===== src/rtl/mem_arbiter.sv =====
// Two-lane MEM-stage arbiter onto one single-port data memory: lane 1 goes first, and a
// conflicting lane 2 access is held and replayed one cycle later. Loads return after 2 cycles.
module mem_arbiter #(
  parameter int AW = 32,
  parameter int DW = 32,
  parameter int CW = 16
) (
  input  logic          CLK,
  input  logic          RESET,
  input  logic          REQ1,
  input  logic          REQ2,
  input  logic          WE1,
  input  logic          WE2,
  input  logic [AW-1:0] ADDR1,
  input  logic [AW-1:0] ADDR2,
  input  logic [DW-1:0] WDATA1,
  input  logic [DW-1:0] WDATA2,
  output logic          STALL,
  output logic [DW-1:0] RDATA1,
  output logic [DW-1:0] RDATA2,
  output logic          RVALID1,
  output logic          RVALID2,
  output logic          MEM_EN,
  output logic          MEM_WE,
  output logic [AW-1:0] MEM_ADDR,
  output logic [DW-1:0] MEM_WDATA,
  input  logic [DW-1:0] MEM_RDATA,
  output logic [CW-1:0] CONFLICT_CNT
);

  typedef enum logic {
    IDLE   = 1'b0,
    SECOND = 1'b1
  } state_t;

  state_t        r_state;
  state_t        w_next;

  logic          r_we2;
  logic [AW-1:0] r_addr2;
  logic [DW-1:0] r_wdata2;

  logic          w_issue;
  logic          w_lane2;
  logic          w_we;
  logic [AW-1:0] w_addr;
  logic [DW-1:0] w_wdata;
  logic          w_stall;
  logic          w_latch2;

  logic          r_ld_vld;
  logic          r_ld_lane2;
  logic [DW-1:0] r_rdata1;
  logic [DW-1:0] r_rdata2;
  logic          r_rvalid1;
  logic          r_rvalid2;
  logic [CW-1:0] r_cnt;

  always_ff @(posedge CLK) begin
    if (RESET) r_state <= IDLE;
    else       r_state <= w_next;
  end

  // Everything is gated by RESET so a pending lane-2 replay never reaches memory.
  always_comb begin
    w_next   = r_state;
    w_issue  = 1'b0;
    w_lane2  = 1'b0;
    w_we     = 1'b0;
    w_addr   = '0;
    w_wdata  = '0;
    w_stall  = 1'b0;
    w_latch2 = 1'b0;
    if (!RESET) begin
      case (r_state)
        IDLE: begin
          if (REQ1) begin
            w_issue = 1'b1;
            w_we    = WE1;
            w_addr  = ADDR1;
            w_wdata = WDATA1;
            if (REQ2) begin
              w_stall  = 1'b1;
              w_latch2 = 1'b1;
              w_next   = SECOND;
            end
          end else if (REQ2) begin
            w_issue = 1'b1;
            w_lane2 = 1'b1;
            w_we    = WE2;
            w_addr  = ADDR2;
            w_wdata = WDATA2;
          end
        end
        SECOND: begin
          w_issue = 1'b1;
          w_lane2 = 1'b1;
          w_we    = r_we2;
          w_addr  = r_addr2;
          w_wdata = r_wdata2;
          w_next  = IDLE;
        end
        default: w_next = IDLE;
      endcase
    end
  end

  always_ff @(posedge CLK) begin
    if (RESET) begin
      r_we2    <= 1'b0;
      r_addr2  <= '0;
      r_wdata2 <= '0;
    end else if (w_latch2) begin
      r_we2    <= WE2;
      r_addr2  <= ADDR2;
      r_wdata2 <= WDATA2;
    end
  end

  // Load return: tag the issue cycle, capture MEM_RDATA one cycle later, present it the next.
  always_ff @(posedge CLK) begin
    if (RESET) begin
      r_ld_vld   <= 1'b0;
      r_ld_lane2 <= 1'b0;
      r_rvalid1  <= 1'b0;
      r_rvalid2  <= 1'b0;
      r_rdata1   <= '0;
      r_rdata2   <= '0;
    end else begin
      r_ld_vld   <= w_issue & ~w_we;
      r_ld_lane2 <= w_lane2;
      r_rvalid1  <= r_ld_vld & ~r_ld_lane2;
      r_rvalid2  <= r_ld_vld & r_ld_lane2;
      if (r_ld_vld && !r_ld_lane2) r_rdata1 <= MEM_RDATA;
      if (r_ld_vld && r_ld_lane2)  r_rdata2 <= MEM_RDATA;
    end
  end

  always_ff @(posedge CLK) begin
    if (RESET)                         r_cnt <= '0;
    else if (w_latch2 && r_cnt != '1) r_cnt <= r_cnt + CW'(1);
  end

  assign STALL        = w_stall;
  assign MEM_EN       = w_issue;
  assign MEM_WE       = w_we;
  assign MEM_ADDR     = w_addr;
  assign MEM_WDATA    = w_wdata;
  assign RDATA1       = r_rdata1;
  assign RDATA2       = r_rdata2;
  assign RVALID1      = r_rvalid1;
  assign RVALID2      = r_rvalid2;
  assign CONFLICT_CNT = r_cnt;

endmodule


===== config.mk =====
export PLATFORM = sky130hd
export DESIGN_NAME = mem_arbiter
export DESIGN_NICKNAME = d
export VERILOG_FILES = /design/src/rtl/mem_arbiter.sv
export SDC_FILE = /design/constraint.sdc
export NUM_CORES = 1
export LEC_CHECK = 0
export BUFFER_PORTS_ARGS = -buffer_cell sky130_fd_sc_hd__buf_2
export CORE_AREA = 2 2 124 126
export CTS_BUF_LIST = sky130_fd_sc_hd__clkbuf_4
export CTS_CLUSTER_SIZE = 10
export DETAILED_ROUTE_END_ITERATION = 16
export DIE_AREA = 0 0 126 128
export GPL_TIMING_DRIVEN = 0
export PLACE_DENSITY = 0.79
export RECOVER_POWER = 100
export SLEW_MARGIN = 0
export SYNTH_ARGS = -nofsm -noshare
export SYNTH_HDL_FRONTEND = slang
export SYNTH_SLANG_ARGS = --single-unit
export TNS_END_PERCENT = 100

===== constraint.sdc =====
create_clock -name CLK -period 3.2 [get_ports CLK]
set_input_delay 0.8 -clock CLK [delete_from_list [all_inputs] [get_ports CLK]]
set_output_delay 0.8 -clock CLK [all_outputs]
set_load 0.02 [all_outputs]

==> results.sh <==
export IMPL_setup_tns_ns=0
export IMPL_slew_viol_final=0
export IMPL_arrival_ns=2.33
export IMPL_nets=1536
export IMPL_hold_violations=0
export IMPL_seqCellArea_um2=3000
export IMPL_start_util=0.484
export IMPL_post_place_ws_ns=-0.346
export IMPL_dieHeight_um=128
export IMPL_yosysTopAreaCellShare=0.417
export IMPL_dp_hpwl_mm=18.5
export IMPL_syn_mean_instance_area_um2=6.91
export IMPL_finalCritPeriodShare=0.979
export IMPL_ys_top_cells_by_count="nand2_1 (330), a21oi_1 (203), dfxtp_1 (150), clkbuf_1 (79), nor2_1 (73)"
export IMPL_htree_num_levels=4
export IMPL_p_total_uw=3900
export IMPL_min_from="WDATA2[9]"
export IMPL_synth_most_common_cell="nand2_1"
export IMPL_grtUsageTotal=0.294
export IMPL_ys_top_cells_by_area="dfxtp_1 (42%), nand2_1 (17%), a21oi_1 (14%)"
export IMPL_cts_buffers=17
export IMPL_whs_path_depth=3
export IMPL_crit_path_start="REQ2"
export IMPL_netlist_instances=1041
export IMPL_synth_fp_nets=1208
export IMPL_path_max_fanout=10
export IMPL_rr_worst_depth=6
export IMPL_dr_pass1_iters=6
export IMPL_io_buffer_count=311
export IMPL_viasPerCell=5.37
export IMPL_met2_usage=0.502
export IMPL_holdPathEnd="r_wdata2[9]"
export IMPL_startpoint_type="input port"
export IMPL_ir_worst_vdd_mv=0.195
export IMPL_drtAntennaViolNets=0
export IMPL_reg2reg_from="CONFLICT_CNT[0]"
export IMPL_fin_area_um2=9110
export IMPL_ys_ff_latch=150
export IMPL_dieArea_um2=16100
export IMPL_ff2ff_setup_slack_ns=0.45
export IMPL_grt_overflow=0
export IMPL_max_slew_margin=0.0817
export IMPL_clk_pin_slew_ns=0.14
export IMPL_synth_edf_count=0
export IMPL_cts_setup_buffers=0
export IMPL_antenna_found_initial=3
export IMPL_clk_latency_ns=0.56
export IMPL_grt_util_met3=0.0764
export IMPL_cts_buffer_depth=2
export IMPL_rsz0062_at_grt="no"
export IMPL_p_leak_uw=0.00362
export IMPL_status="finished, final reports clean"
export IMPL_drt_iter0_drc=582
export IMPL_fin_ws_ns=0.0657
export IMPL_yosysSeqAreaShare=0.417
export IMPL_end_kind="output pin"
export IMPL_die_w_um=126
export IMPL_period_needed_ns=3.13
export IMPL_fillers=1514
export IMPL_use_met1=0.352
export IMPL_worst_pin_slew_ns=1.36
export IMPL_grt_pass1_wl_mm=38.3
export IMPL_cts_tree="built"
export IMPL_grt_pass1_vias=7689
export IMPL_postPlaceCellArea_um2=8990
export IMPL_top_usage_layer="met2"
export IMPL_drc=0
export IMPL_skew_ns=0.0254
export IMPL_setup_violations=0
export IMPL_drive_gt1_frac=0.185
export IMPL_area_growth_pct=26.6
export IMPL_synthesis_area_um2=7200
export IMPL_r2r_end="CONFLICT_CNT[4]"
export IMPL_hold_path_class="in2reg"
export IMPL_coreArea_um2=14900
export IMPL_gp_congestion=0.882
export IMPL_crit_type="in2out"
export IMPL_max_cap_violations=0
export IMPL_wl_mm=24.9
export IMPL_cts_sinks=150
export IMPL_synth_cell_types=39
export IMPL_async_flop_share=0
export IMPL_hold_buffers=0
export IMPL_fmax_mhz=319
export IMPL_vias=8455
export IMPL_multiInputGateArea_um2=3770
export IMPL_row_count=45
export IMPL_io_pins=315
export IMPL_crit_required_ns=2.40
export IMPL_wl_per_cell_um=15.8
export IMPL_ys_flop_type="dfxtp_1"
export IMPL_yosysTopAreaCell="dfxtp_1"
export IMPL_grt_max_degree=20
export IMPL_ys_warn_count=0
export IMPL_root_buffer="clkbuf_4"
export IMPL_power_density_nw_per_um2=428
area by class of cell:
cell class / instances / share of cell area
antenna: 5 / 0.00137
buffer: 91 / 0.0428
clock buffer: 20 / 0.0165
clock inverter: 11 / 0.0137
inverter: 4 / 0.00165
multi-input combinational: 794 / 0.413
sequential: 150 / 0.330
tap: 188 / 0.0258
timing repair buffer: 311 / 0.155
state kept, by name, indices dropped and copies added (netlist names):
signal / cells
r_we2: 1
r_addr2: 32
r_ld_vld: 1
RVALID2: 1
r_wdata2: 32
RVALID1: 1
RDATA2: 32
r_ld_lane2: 1
RDATA1: 32
CONFLICT_CNT: 16
r_state: 1
critical path: stages:
cell and delay, ns:
clkbuf_2 0.22, clkbuf_4 0.27, clkbuf_4 0.23, nand3b_1 0.10, a21oi_1 0.19, a21oi_1 0.06
nor2_1 0.23, buf_2 0.22
logic make-up after synthesis:
logic type,Yosys count,synth area share
AND/OR/NAND/NOR,503,0.312
AO/OA/AOI/OAI,286,0.209
flip-flops,150,0.417
buffers and inverters,97,0.0542
XOR/XNOR,2,0.00243
multiplexers,2,0.00296
adder cells (fa/ha/maj),1,0.00174
repair_timing:
action,in CTS,in global routing
pin swaps,0,0
endpoints found under the setup margin,65,39
gates resized for setup,15,11
worst max path at each step:
stage	to	slack, ns	cells after the start
2_1_floorplan	MEM_WDATA[22]	0.39	7
4_1_cts	MEM_ADDR[25]	0.002	6
5_1_grt	MEM_ADDR[21]	0.002	8
3_5_place_dp	MEM_WDATA[28]	-0.35	8
6_report	MEM_WDATA[28]	0.07	8
3_3_place_gp	MEM_WDATA[28]	-0.31	8
power by group:
part           switching, µW  leakage [µW]  internal, µW  total (µW)
sequential              46.5       0.00122          1950        1990
clock                    694      0.000152           490        1180
combinational            472       0.00224           253         725
total                   1210       0.00362          2690        3900
through the flow:
step,utilization,cells,hold WS (ns)
3_3_place_gp,0.605,1540,0.438
5_1_grt,0.613,1572,0.408
3_5_place_dp,0.605,1540,0.443
4_1_cts,0.624,1570,0.412
2_1_floorplan,-,1041,0.436
6_report,0.613,1574,0.449
cells in the final DEF, fill, tap and decap left out, types with 3 or more instances in the layout:
| master | instances |
|---|---|
| nand2_1 | 330 |
| a21oi_1 | 203 |
| buf_2 | 180 |
| clkbuf_1 | 179 |
| dfxtp_1 | 150 |
| nor2_1 | 73 |
| o21ai_0 | 71 |
| nand3b_1 | 65 |
| clkbuf_2 | 36 |
| clkbuf_4 | 23 |
| or3_1 | 8 |
| diode_2 | 5 |
| nand3_1 | 5 |
| inv_1 | 4 |
| and2_1 | 3 |
| nand4_1 | 3 |
| o41ai_1 | 3 |
| inv_6 | 3 |
routing by layer:
metal / up-vias / part of all wire
li1: 4137 / -
met1: 3856 / 0.40
met2: 413 / 0.48
met3: 49 / 0.092
met4: 0 / 0.027
met5: - / 0
Note: power is estimated with default switching activity, not from simulation.
